File: src/rtl/alu_vector_driver.sv
// alu_vector_driver: built-in self-test sequencer for the Control+ALU pair.
// It fetches vectors from a synchronous ROM and drives OpCode/Funct/A/B.
// After a settle time it checks Z against the expected value. It records the
// mismatch count and the index of the first failing vector.
module alu_vector_driver #(
  parameter int NUM_VEC    = 48,
  parameter int ADDR_W     = 6,
  parameter int SETTLE_CYC = 1
) (
  input  logic              clk,
  input  logic              reset,
  input  logic              start,
  input  logic              abort,
  output logic [ADDR_W-1:0] vec_addr,
  output logic              vec_rd,
  input  logic [107:0]      vec_data,
  output logic [5:0]        OpCode,
  output logic [5:0]        Funct,
  output logic [31:0]       Data_A,
  output logic [31:0]       Data_B,
  input  logic [31:0]       Z,
  output logic              busy,
  output logic              done,
  output logic              pass,
  output logic [7:0]        fail_count,
  output logic [ADDR_W-1:0] first_fail
);

  // The index register must never wrap, and the settle counter is 4 bits wide.
  generate
    if (NUM_VEC < 1 || NUM_VEC > (1 << ADDR_W) || SETTLE_CYC < 1 || SETTLE_CYC > 15) begin : g_bad_param
      $error("alu_vector_driver: illegal NUM_VEC/ADDR_W/SETTLE_CYC combination");
    end
  endgenerate

  localparam logic [ADDR_W-1:0] LAST_IDX    = ADDR_W'(NUM_VEC - 1);
  localparam logic [3:0]        SETTLE_LAST = 4'(SETTLE_CYC - 1);

  typedef enum logic [2:0] {
    ST_IDLE   = 3'd0,
    ST_FETCH  = 3'd1,
    ST_WAIT   = 3'd2,
    ST_DRIVE  = 3'd3,
    ST_SETTLE = 3'd4,
    ST_CHECK  = 3'd5,
    ST_FINISH = 3'd6
  } state_t;

  state_t             state_r;
  state_t             fsm_next_s;
  state_t             state_next_s;
  logic [ADDR_W-1:0]  idx_r;
  logic [3:0]         settle_cnt_r;
  logic [31:0]        exp_r;
  logic               vec_rd_r;
  logic               busy_r;
  logic               done_r;
  logic               pass_r;
  logic [7:0]         fail_count_r;
  logic [ADDR_W-1:0]  first_fail_r;
  logic [5:0]         opcode_r;
  logic [5:0]         funct_r;
  logic [31:0]        data_a_r;
  logic [31:0]        data_b_r;
  logic               abort_s;
  logic               accept_s;
  logic               finish_s;
  logic               mismatch_s;

  // abort only matters once a run is in progress; it also overrides start.
  assign abort_s      = abort && (state_r != ST_IDLE);
  assign state_next_s = abort_s ? ST_IDLE : fsm_next_s;
  assign accept_s     = (state_r == ST_IDLE) && (state_next_s == ST_FETCH);
  assign finish_s     = (state_next_s == ST_FINISH);

  // Next-state sequencing through fetch / ROM latency / drive / settle / check.
  always_comb begin
    fsm_next_s = state_r;
    mismatch_s = 1'b0;
    case (state_r)
      ST_IDLE: begin
        if (start && !abort) begin
          fsm_next_s = ST_FETCH;
        end else begin
          fsm_next_s = ST_IDLE;
        end
      end
      ST_FETCH:  fsm_next_s = ST_WAIT;
      ST_WAIT:   fsm_next_s = ST_DRIVE;
      ST_DRIVE:  fsm_next_s = ST_SETTLE;
      ST_SETTLE: begin
        if (settle_cnt_r == SETTLE_LAST) begin
          fsm_next_s = ST_CHECK;
        end else begin
          fsm_next_s = ST_SETTLE;
        end
      end
      ST_CHECK: begin
        mismatch_s = (Z != exp_r);
        if (idx_r == LAST_IDX) begin
          fsm_next_s = ST_FINISH;
        end else begin
          fsm_next_s = ST_FETCH;
        end
      end
      ST_FINISH: fsm_next_s = ST_IDLE;
      default:   fsm_next_s = ST_IDLE;
    endcase
  end

  // State register.
  always_ff @(posedge clk or negedge reset) begin
    if (!reset) begin
      state_r <= ST_IDLE;
    end else begin
      state_r <= state_next_s;
    end
  end

  // Sequencing outputs: ROM strobe, done pulse, busy, vector index and settle count.
  always_ff @(posedge clk or negedge reset) begin
    if (!reset) begin
      vec_rd_r     <= 1'b0;
      done_r       <= 1'b0;
      busy_r       <= 1'b0;
      idx_r        <= {ADDR_W{1'b0}};
      settle_cnt_r <= 4'd0;
    end else begin
      vec_rd_r <= (state_next_s == ST_FETCH);
      done_r   <= finish_s;
      if (state_r == ST_SETTLE) begin
        settle_cnt_r <= settle_cnt_r + 4'd1;
      end else begin
        settle_cnt_r <= 4'd0;
      end
      if (accept_s) begin
        busy_r <= 1'b1;
        idx_r  <= {ADDR_W{1'b0}};
      end else if (abort_s || finish_s) begin
        busy_r <= 1'b0;
      end else if (state_r == ST_CHECK) begin
        idx_r <= idx_r + {{(ADDR_W-1){1'b0}}, 1'b1};
      end else begin
        idx_r <= idx_r;
      end
    end
  end

  // Operand outputs: loaded from ROM in DRIVE, held, and returned to nop when the run ends.
  always_ff @(posedge clk or negedge reset) begin
    if (!reset) begin
      opcode_r <= 6'd0;
      funct_r  <= 6'd0;
      data_a_r <= 32'd0;
      data_b_r <= 32'd0;
      exp_r    <= 32'd0;
    end else if (abort_s || finish_s) begin
      opcode_r <= 6'd0;
      funct_r  <= 6'd0;
      data_a_r <= 32'd0;
      data_b_r <= 32'd0;
    end else if (state_r == ST_DRIVE) begin
      opcode_r <= vec_data[107:102];
      funct_r  <= vec_data[101:96];
      data_a_r <= vec_data[95:64];
      data_b_r <= vec_data[63:32];
      exp_r    <= vec_data[31:0];
    end else begin
      opcode_r <= opcode_r;
    end
  end

  // Result bookkeeping: saturating mismatch count, first failing index, final verdict.
  always_ff @(posedge clk or negedge reset) begin
    if (!reset) begin
      pass_r       <= 1'b0;
      fail_count_r <= 8'd0;
      first_fail_r <= {ADDR_W{1'b0}};
    end else if (accept_s) begin
      pass_r       <= 1'b0;
      fail_count_r <= 8'd0;
      first_fail_r <= {ADDR_W{1'b0}};
    end else if (abort_s) begin
      pass_r <= 1'b0;
    end else begin
      if (mismatch_s) begin
        if (fail_count_r == 8'd0) begin
          first_fail_r <= idx_r;
        end else begin
          first_fail_r <= first_fail_r;
        end
        if (fail_count_r != 8'hFF) begin
          fail_count_r <= fail_count_r + 8'd1;
        end else begin
          fail_count_r <= fail_count_r;
        end
      end else begin
        fail_count_r <= fail_count_r;
      end
      if (finish_s) begin
        pass_r <= (fail_count_r == 8'd0) && !mismatch_s;
      end else begin
        pass_r <= pass_r;
      end
    end
  end

  assign vec_addr   = idx_r;
  assign vec_rd     = vec_rd_r;
  assign OpCode     = opcode_r;
  assign Funct      = funct_r;
  assign Data_A     = data_a_r;
  assign Data_B     = data_b_r;
  assign busy       = busy_r;
  assign done       = done_r;
  assign pass       = pass_r;
  assign fail_count = fail_count_r;
  assign first_fail = first_fail_r;

endmodule

File: config.mk
export PLATFORM = sky130hd
export DESIGN_NAME = alu_vector_driver
export DESIGN_NICKNAME = d
export VERILOG_FILES = /design/src/rtl/alu_vector_driver.sv
export SDC_FILE = /design/constraint.sdc
export NUM_CORES = 1
export LEC_CHECK = 0
export BUFFER_PORTS_ARGS = -buffer_cell sky130_fd_sc_hd__buf_4
export CAP_MARGIN = 0
export CORE_ASPECT_RATIO = 0.8
export CORE_MARGIN = 5
export CORE_UTILIZATION = 52
export DETAILED_ROUTE_END_ITERATION = 16
export PLACE_DENSITY = 0.89
export SLEW_MARGIN = 20
export SYNTH_ARGS = -nofsm -noshare
export SYNTH_HDL_FRONTEND = slang
export SYNTH_SLANG_ARGS = --single-unit
File: constraint.sdc
create_clock -name clk -period 3.6 [get_ports clk]
set_clock_uncertainty 0.2 [all_clocks]
set_input_delay 0.36 -clock clk [delete_from_list [all_inputs] [get_ports clk]]
set_output_delay 0.36 -clock clk [all_outputs]
set_load 0.005 [all_outputs]
==> metrics.md, run 1 <==
| Metric | Value |
|---|---|
| Static Leak | 0.004462 uW |
| Final Hold Fails | 0 |
| Setup crit start | state_r[0] |
| Ports | 244 |
| GRT Residual Overflow | 0 |
| Area Growth Syn to Fin | 52.55% |
| Largest family of logic cells by synthesized area | simple AND/OR/NAND/NOR gates |
| Final instance area | 9331 um^2 |
| Seq/Total Area, Yosys | a little under three fifths |
| Area after DPL | 8038 um^2 |
| Max-cap violations | 0 |
| Initial core utilization | 53.11% |
| RSZ-0062 raised after global routing | false |
| Critical Path Start Type | flip-flop |
| Power Internal | around 3600 uW |
| Clock sink count | 139 |
| Yosys top cell area share | 56.86% |
| P per Cell Area | ~520 nW/um^2 |
| Hpwl dp | about 12 mm |
| Min-Delay Path Class | in -> reg |
| Fraction of layout cells with a size suffix above 1 | 35.96% |
| Routed WL | 18.99 mm |
| Antenna viol nets, final | 0 |
| CTS root buf | clkbuf_16 |
| Critical Path AT | 2280 ps |
| Logic pwr share | 19.6% |
| Post-CTS Resized | 0 |
| Switching share of power | between 20% and 30% |
| Max VDD drop | 0.3811 mV |
| Synth warn | 0 |
| Synthesized area | 6117 um^2 |
| Hold Crit Start | vec_data[74] |
| Post-synthesis compound-gate area fraction | 8.202% |
| Die H | 107.0 um |
| Slew @ Worst Pin | about 930 ps |
| Yosys top cell by area | dfrtp_1 |
| Period utilization | 61.46% |
| Routed length per placed instance | around 18 um |
| Initial antenna violation count | 0 |
| Buffers on Ports | ~240 |
| Routability Congestion | 0.8306 |
| Iteration-0 DRC count of the detailed router | 558 |
| CP Class | reg -> reg |
| First-pass GRT wire length | 30.53 mm |
| Post-route minimum period | approximately 2200 ps |
| Mux contribution to synthesized area | 8.018% |
| Required @ worst endpoint | 3670 ps |
| Final net count | approximately 1.0k |
| Via count | ~5.6k |
| Status | complete, no violations |
| Placed cell count | 963 |
| Cell Rows | 35 |
| Largest net degree at the start of global routing | between 100 and 150 |
| # Post-CTS Setup Buffers | 0 |
| Highest clock rate | around 450 MHz |
| Synth Area in XOR/XNOR | 5.727% |
| Worst-path clk slew | 70 ps |
| Most frequent cells in the layout | 249 x buf_4, 173 x nand2_1, 139 x dfrtp_1 |
| Sequential power share | between 40% and 50% |
| Synth Area in Simple Gates | 16.75% |
| Gate count after technology mapping | 597 |
| Synth Register Bits | about 140 |
| Final Non-Filler Cells | 1060 |
| Slew margin rel. | 38.29% |
| Worst Setup End Kind | flip-flop |
| CTS buffer count | 17 |
| 1st-pass router iterations | 5 |
| Setup violators final | 0 |
| Diode count | 0 |
| Die area | 14050 um^2 |
| # hold bufs at CTS | 63 |
| Synth Area per Inst | roughly 10 um^2 |
| CTS tree | done |
| H-Tree Depth | 4 |
| Adder-cell share of the synthesized area | 1.023% |
| Pins over their slew limit | 0 |
| Worst r2r src | state_r[0] |
| Core area | 11520 um^2 |
| Library cells used by synthesis | 41 |
| Clock latency on the worst-skew pair | 400 ps |
| Tot GR Track Use | roughly a quarter |
| Vias in the first global route | 6039 |
| CP max FO | 16 |
| Clock power share | 39.0% |
| Syn_nets | 746 |
| Longest Clk Path Bufs | 2 |
| Psw | 1262 uW |
| Drt drc | 0 |
| Area contributors post-synth | dfrtp_1 57%, nand2_1 11%, a21oi_1 6.6% |
| DIE WIDTH | 131.3 um |
| Setup TNS | 0 ps |
| Via density | about 5.3 |
| Most common cell after layout, fill and taps aside | buf_4 |
==> stage by stage <==
step	util [%]	hold WS [ps]	worst slack [ps]	total power [uW]
after global placement	69.79	270.8	1508	2835
after floorplan	-	-135.6	1621	2433
final	81.02	7.853	1387	4840
after detailed placement	69.79	294.0	1414	2894
after global routing	81.02	1.570	1233	5048
after CTS	80.85	0.1195	1405	4833
==> worst paths after layout <==
| kind | depth (start not counted) | slack [ps] | endpoint |
|---|---|---|---|
| setup / recovery | 4 | 1390 | first_fail[5] |
| hold / removal | 3 | 8 | Data_A[10] |
| setup reg to reg | 4 | 1390 | first_fail[5] |
| hold reg to reg | 1 | 300 | settle_cnt_r[0] |
| max in group asynchronous | 3 | 1930 | Data_A[25] |
| min in group asynchronous | 2 | 450 | exp_r[8] |
==> kinds of logic (layout without fill, tap and decap cells) <==
kind of cell | count (synthesis) | in the layout
adder cells (fa/ha/maj) | 5 | 5
multiplexers | 45 | 45
AND/OR/NAND/NOR | 229 | 229
flip-flops | 139 | 139
buffers and inverters | 45 | 360
XOR/XNOR | 40 | 40
AO/OA/AOI/OAI | 94 | 94
==> layout make-up <==
cell class	instances	area, um^2
Sequential cell	139	3478
Inverter	13	48.80
Multi-Input combinational cell	413	2445
Fill cell	664	2186
Clock buffer	19	452.9
Timing Repair Buffer	315	2531
Tap cell	148	185.2
Clock inverter	13	190.2
==> synth_stat cells <==
library cell / instances
mux2i_1: 13
xnor2_1: 36
or3b_1: 1
o31ai_1: 2
nand2b_1: 3
and3_1: 5
nand3b_1: 2
a31oi_1: 1
dfrtp_1: 139
or3_4: 1
nor4_4: 1
a21oi_4: 1
nor3_4: 1
mux2_2: 32
inv_2: 1
a21oi_2: 1
o21ai_1: 1
and2_1: 1
a21boi_0: 1
inv_1: 12
a31o_1: 1
or2_2: 1
nor2_1: 14
nor3_1: 1
ha_1: 5
nand3_1: 2
nor4b_1: 2
nand4_1: 15
clkbuf_1: 16
buf_4: 3
nand2_1: 173
a21oi_1: 81
o21ai_2: 1
and2b_2: 1
buf_6: 2
buf_2: 11
xor2_1: 4
nor4_2: 2
o21ai_0: 4
nor3b_2: 1
nor3b_1: 2
==> state kept, by name, summed over array words and instances, names as in the netlist, 4 cells and up <==
register and cells:
Funct 6, vec_addr 6, first_fail 6, fail_count 8, exp_r 32, settle_cnt_r 4
Data_A 32, OpCode 6, Data_B 32
==> worst max-delay path, stage by stage (launching register included) <==
cell and delay [ps]:
dfrtp_1 480, or3_4 450, or3b_1 640, nand2_1 200, mux2i_1 90
==> routing by layer <==
metal | routed length, um | part of all wire [%] | vias up | track usage [%]
li1 | - | - | 2588 | -
met1 | 7077 | 37 | 2721 | 30.66
met2 | 9961 | 52 | 253 | 47.54
met3 | 1264 | 6.7 | 63 | 6.754
met4 | 681 | 3.6 | 0 | 11.75
met5 | 0 | 0 | - | 0
==> power groups by stage <==
stage                     Sequential (uW)  Clock (uW)  Combinational (uW)
after floorplan                      1980           0                 449
after global placement               2000           0                 833
after detailed placement             2020           0                 873
after CTS                            2000        1900                 935
after global routing                 2040        1970                1040
final                                2000        1890                 950
No activity file was read; power rests on OpenSTA's default activity.
==> inputs of run 2 (changes only) <==
- CORE_UTILIZATION: 52 -> 49
- PLACE_DENSITY: 0.89 -> 0.85
- clock period: 3.6 -> 2.1 ns (I/O delays scaled with it)
==> run 2 against run 1 <==
Effect of this change:
- register-to-register slack worse by 1300 ps
- sequential share of layout area shrank 2.4 points
- combinational power grew 96%
- non-clock buffer count grew 60
- die area increased by 5.6%
- clock-buffer cell count up 5
- power up 66%
- via count grew 7.1%
- flip-flop and latch count stayed put
- global-route usage up 2.4 points
- clock power is 45% higher
==> metrics.md, run 2 (same netlist as run 1, synthesis figures left out) <==
| Metric | Value |
|---|---|
| Final net count | 1108 |
| Routed WL | 21.19 mm |
| Power Internal | 5857 uW |
| Clock latency on the worst-skew pair | 420 ps |
| # fillers | ~650 |
| Cells on worst reg2reg path | 7 |
| Highest clock rate | 485.2 MHz |
| Die H | 109.9 um |
| Fraction of layout cells with a size suffix above 1 | 35.74% |
| Via count | 6027 |
| Buffers on Ports | 243 |
| Critical Path Start Type | flip-flop |
| Sequential power share | a little over two fifths |
| Initial core utilization | 50.11% |
| Worst-path clk slew | 60 ps |
| Longest Clk Path Bufs | 2 |
| CP max FO | 6 |
| Clock power share | 34.2% |
| RSZ-0062 raised after global routing | true |
| Routed length per placed instance | 18.53 um |
| Vias in the first global route | about 6.5k |
| Most common cell after layout, fill and taps aside | buf_4 |
| Clock sink count | 139 |
| Setup violators final | 0 |
| Ports | between 200 and 250 |
| Slew @ Worst Pin | around 580 ps |
| Antenna viol nets, final | 0 |
| Iteration-0 DRC count of the detailed router | 450 |
| Psw | 2168 uW |
| Worst Setup End Kind | flip-flop |
| Status | complete, no violations |
| Final Hold Fails | 0 |
| Post-route minimum period | between 2000 and 2500 ps |
| 1st-pass router iterations | 5 |
| Final Non-Filler Cells | 1144 |
| First-pass GRT wire length | 33.00 mm |
| WHS Endpoint | vec_addr[0] |
| Cell Rows | 36 |
| CTS tree | done |
| Area after DPL | about 8200 um^2 |
| Via density | 5.268 |
| H-Tree Depth | 4 |
| Placed cell count | about 1000 |
| Cell depth of the worst hold path | 4 |
| Max-cap violations | 0 |
| Pins over their slew limit | 0 |
| P per Cell Area | between 800 and 900 nW/um^2 |
| Routability Congestion | 0.8313 |
| Worst r2r src | exp_r[27] |
| Final instance area | 9978 um^2 |
| Largest net degree at the start of global routing | 77 |
| Flop2flop setup slack | approximately 39 ps |
| Initial antenna violation count | 1 |
| Area Growth Syn to Fin | 63.12% |
| DIE WIDTH | 134.9 um |
| Core area | roughly 12000 um^2 |
| Min-Delay Path Class | in -> reg |
| Max VDD drop | 0.7238 mV |
| Logic pwr share | a little under a quarter |
| Switching share of power | 27.02% |
| Die area | 14830 um^2 |
| CP Class | reg -> reg |
| GRT Residual Overflow | 0 |
| Slew margin rel. | 61.63% |
| Required @ worst endpoint | 2200 ps |
| Period utilization | 98.13% |
| Tot GR Track Use | 29.11% |
| Final Core Density | 81.74% |
| Critical Path AT | 2160 ps |
| Hold Crit Start | start |
| CTS buffer count | 17 |
| CTS root buf | clkbuf_16 |
| Drt drc | 0 |
| Static Leak | 0.004742 uW |
| Most frequent cells in the layout | 256 x buf_4, 173 x nand2_1, 137 x dfrtp_1 |
| Capturing point of the worst reg2reg path | first_fail[4] |
| Hpwl dp | 11.87 mm |
## run 2: cell types whose count changed in the layout (fill, tap and decap cells not counted), moves of 3 or more
cell | previous run | this run
buf_12 | 0 | 8
buf_4 | 249 | 256
bufinv_16 | 4 | 1
clkbuf_1 | 0 | 6
dlygate4sd3_1 | 65 | 110
mux2i_1 | 13 | 10
mux2i_2 | 0 | 3
xnor2_1 | 36 | 31
xnor2_2 | 0 | 5
## run 2: critical path, cell delays in order, from the launching register on
cell and delay, ps:
dfrtp_1 410, xnor2_2 200, nand4_1 180, nor4_4 400, and2_4 230, nor3_4 50, buf_12 140, mux2i_2 140
## run 2: per-layer routing
metal	up-vias	global-route usage (%)	share of wire, %
met5	-	0	0
met4	0	16.28	4.4
met3	79	8.005	6.3
met2	279	51.03	53
met1	2962	32.31	37
li1	2707	-	-
## run 2: layout make-up
| cell class | count | area (um^2) | area share (%) |
|---|---|---|---|
| multi-input combinational | 413 | 2505 | 25.10 |
| inverter | 13 | 48.80 | 0.4890 |
| antenna | 2 | 5.005 | 0.05016 |
| clock inverter | 7 | 68.82 | 0.6897 |
| sequential | 139 | 3481 | 34.88 |
| clock buffer | 24 | 461.7 | 4.627 |
| timing repair buffer | 375 | 3194 | 32.01 |
| tap | 171 | 214.0 | 2.144 |
## run 2: worst max path at each step
stage                     to        from
2_1_floorplan           pass  state_r[0]
3_3_place_gp   first_fail[3]    exp_r[3]
3_5_place_dp   first_fail[0]  state_r[1]
4_1_cts        first_fail[0]  state_r[1]
5_1_grt        first_fail[1]   exp_r[24]
6_report       first_fail[4]   exp_r[27]
## run 2: metrics by stage
stage / setup slack (ps) / total power, uW / hold WS (ps) / setup TNS, ps
2_1_floorplan: 120.8 / 4170 / -285.6 / 0
3_3_place_gp: 132.4 / 4903 / 9.076 / 0
3_5_place_dp: 61.92 / 4977 / 11.62 / 0
4_1_cts: 27.61 / 7874 / 58.99 / 0
5_1_grt: -32.13 / 8372 / 128.4 / -108.2
6_report: 39.17 / 8025 / 114.4 / 0
## run 2: timing repair
| item | CTS | global route |
|---|---|---|
| hold buffers | 110 | 0 |
| setup endpoints to repair | 0 | 11 |
| buffers inserted | 0 | 3 |
| resized for setup | 0 | 12 |
| endpoints found under the hold margin | 251 | 0 |
## run 2: power by group through the flow
stage	clock, uW	sequential (uW)	combinational (uW)
2_1_floorplan	0	3400	769
4_1_cts	2750	3390	1730
5_1_grt	2900	3470	2000
3_5_place_dp	0	3430	1550
3_3_place_gp	0	3400	1500
6_report	2740	3430	1860
==> inputs of run 3 (changes only) <==
- CORE_UTILIZATION: 49 -> 52
- PLACE_DENSITY: 0.85 -> 0.89
- clock period: 2.1 -> 2.4 ns (I/O delays scaled with it)
==> run 3 against run 2 <==
Effect of this change:
- clock power is 2% higher
- fmax is 8.5% lower
- non-clock buffer count decreased by 14
- via count fell by 0.56%
- register-to-register slack gained 110 ps
- die area decreased by 5.3%
- largest cell class unchanged
- first-iteration DRC count is 19% higher
- cell area is 1.5% lower
- sequential power down 12%
- critical path type unchanged
- hold slack worse by 82 ps
- power shrank 8.4%
==> metrics.md, run 3 (same netlist as run 1, synthesis figures left out) <==
| Metric | Value |
|---|---|
| Routability Congestion | 0.8541 |
| Total power | 7349 uW |
| H-Tree Depth | 4 |
| Routed wl met2 | 11.63 mm |
| Clock latency on the worst-skew pair | 410 ps |
| Setup TNS | 0 ps |
| Final net count | 1094 |
| Clock sink count | 139 |
| Required @ worst endpoint | between 2000 and 3000 ps |
| Ports | 244 |
| Cell depth of the worst hold path | 3 |
| Top sig layer | met4 |
| Pins over their slew limit | 0 |
| Core area | 11520 um^2 |
| Cell Rows | 35 |
| Hpwl dp | 12.59 mm |
| Antenna viol nets, final | 0 |
| Initial antenna violation count | 2 |
| Max VDD drop | 0.6534 mV |
| Longest Clk Path Bufs | 2 |
| Slew @ Worst Pin | 777.5 ps |
| DIE WIDTH | 131.3 um |
| Static Leak | 0.004667 uW |
| Highest clock rate | 443.9 MHz |
| CP max FO | 6 |
| Buffers on Ports | between 200 and 250 |
| Post-route met1 wirelength | 7.564 mm |
| Post-route minimum period | 2253 ps |
| Worst Setup End Kind | flip-flop |
| Status | complete, no violations |
| Final Hold Fails | 0 |
| Sequential cell area | 3478 um^2 |
| Max-cap violations | 0 |
| Die area | 14050 um^2 |
| Cells on worst reg2reg path | 6 |
| Setup violators final | 0 |
| # fillers | 580 |
| Routed length per placed instance | 19.41 um |
| Critical Path Start Type | flip-flop |
| RSZ-0062 raised after global routing | false |
| Drt drc | 0 |
| Area Growth Syn to Fin | 60.65% |
| First-pass GRT wire length | 34.36 mm |
| Period utilization | 93.86% |
| Routed WL | 21.53 mm |
| 1st-pass router iterations | 7 |
| CTS buffer count | 17 |
| Worst-path clk slew | 60 ps |
| Most frequent cells in the layout | 247 x buf_4, 173 x nand2_1, 139 x dfrtp_1 |
| Via count | 5993 |
| Footprint of the multi-input gates | 2445 um^2 |
| Vias in the first global route | 6535 |
| Iteration-0 DRC count of the detailed router | roughly 540 |
| Via density | 5.404 |
| Initial core utilization | 53.11% |
| Area after DPL | 8083 um^2 |
| Slew margin rel. | around 48% |
| Hold Worst Slack | roughly 32 ps |
| Fraction of layout cells with a size suffix above 1 | 34.24% |
| P per Cell Area | around 750 nW/um^2 |
| Die H | 107.0 um |
| Final instance area | 9827 um^2 |
| GRT Residual Overflow | 0 |
| DR WL met3 | 1.425 mm |
| Post-CTS Resized | 0 |
| Tot GR Track Use | 30.62% |
| Min-Delay Path Class | in -> reg |
| Most common cell after layout, fill and taps aside | buf_4 |
| CP Class | reg -> reg |
| Critical Path AT | 2370 ps |
| Flop2flop setup slack | roughly 150 ps |
| Largest net degree at the start of global routing | just under 80 |
| CTS tree | done |
| CTS root buf | clkbuf_16 |
-- run 3: where the power goes --
part | switching, uW | leakage, uW | internal, uW
sequential | 292 | 0.00186 | 2730
clock | 1020 | 0.000304 | 1780
combinational | 637 | 0.00251 | 896
total | 1950 | 0.00467 | 5400
-- run 3: final timing paths --
kind,from,endpoint
setup / recovery,exp_r[22],first_fail[5]
hold reg to reg,settle_cnt_r[0],settle_cnt_r[0]
min in group asynchronous,reset,exp_r[8]
setup reg to reg,exp_r[22],first_fail[5]
max in group asynchronous,reset,Data_B[11]
hold / removal,start,state_r[0]
-- run 3: layer usage --
layer / global-route usage, % / up-vias
met5: 0 / -
met4: 14.46 / 0
met3: 7.223 / 74
met2: 56.85 / 297
met1: 33.02 / 2936
li1: - / 2686
-- run 3: layout make-up --
cell class                      instances  area share, %
Clock buffer                           19          4.507
Antenna cell                            3        0.07639
Tap cell                              148          1.884
Clock inverter                         13          1.961
Multi-Input combinational cell        413          24.88
Sequential cell                       139          35.40
Inverter                               13         0.4966
Timing Repair Buffer                  361          30.80
-- run 3: through the flow --
| step | instances | util [%] | setup WS [ps] |
|---|---|---|---|
| 2_1_floorplan | 597 | - | 420.8 |
| 3_3_place_gp | 964 | 70.18 | 347.6 |
| 3_5_place_dp | 964 | 70.18 | 208.2 |
| 4_1_cts | 1106 | 85.26 | 186.1 |
| 5_1_grt | 1108 | 85.30 | 9.838 |
| 6_report | 1109 | 85.32 | 147.4 |
-- run 3: critical path, stage by stage (launching register included) --
cell	delay [ps]
dfrtp_1	400
xnor2_1	210
nand4_1	160
nor4_2	590
and2_1	300
nor3_4	110
mux2i_1	210
-- run 3: repair_timing --
| action | CTS | global route |
|---|---|---|
| endpoints found under the setup margin | 0 | 0 |
| hold buffers | 110 | 0 |
| hold endpoints to repair | 171 | 0 |
| buffers inserted | 0 | 0 |
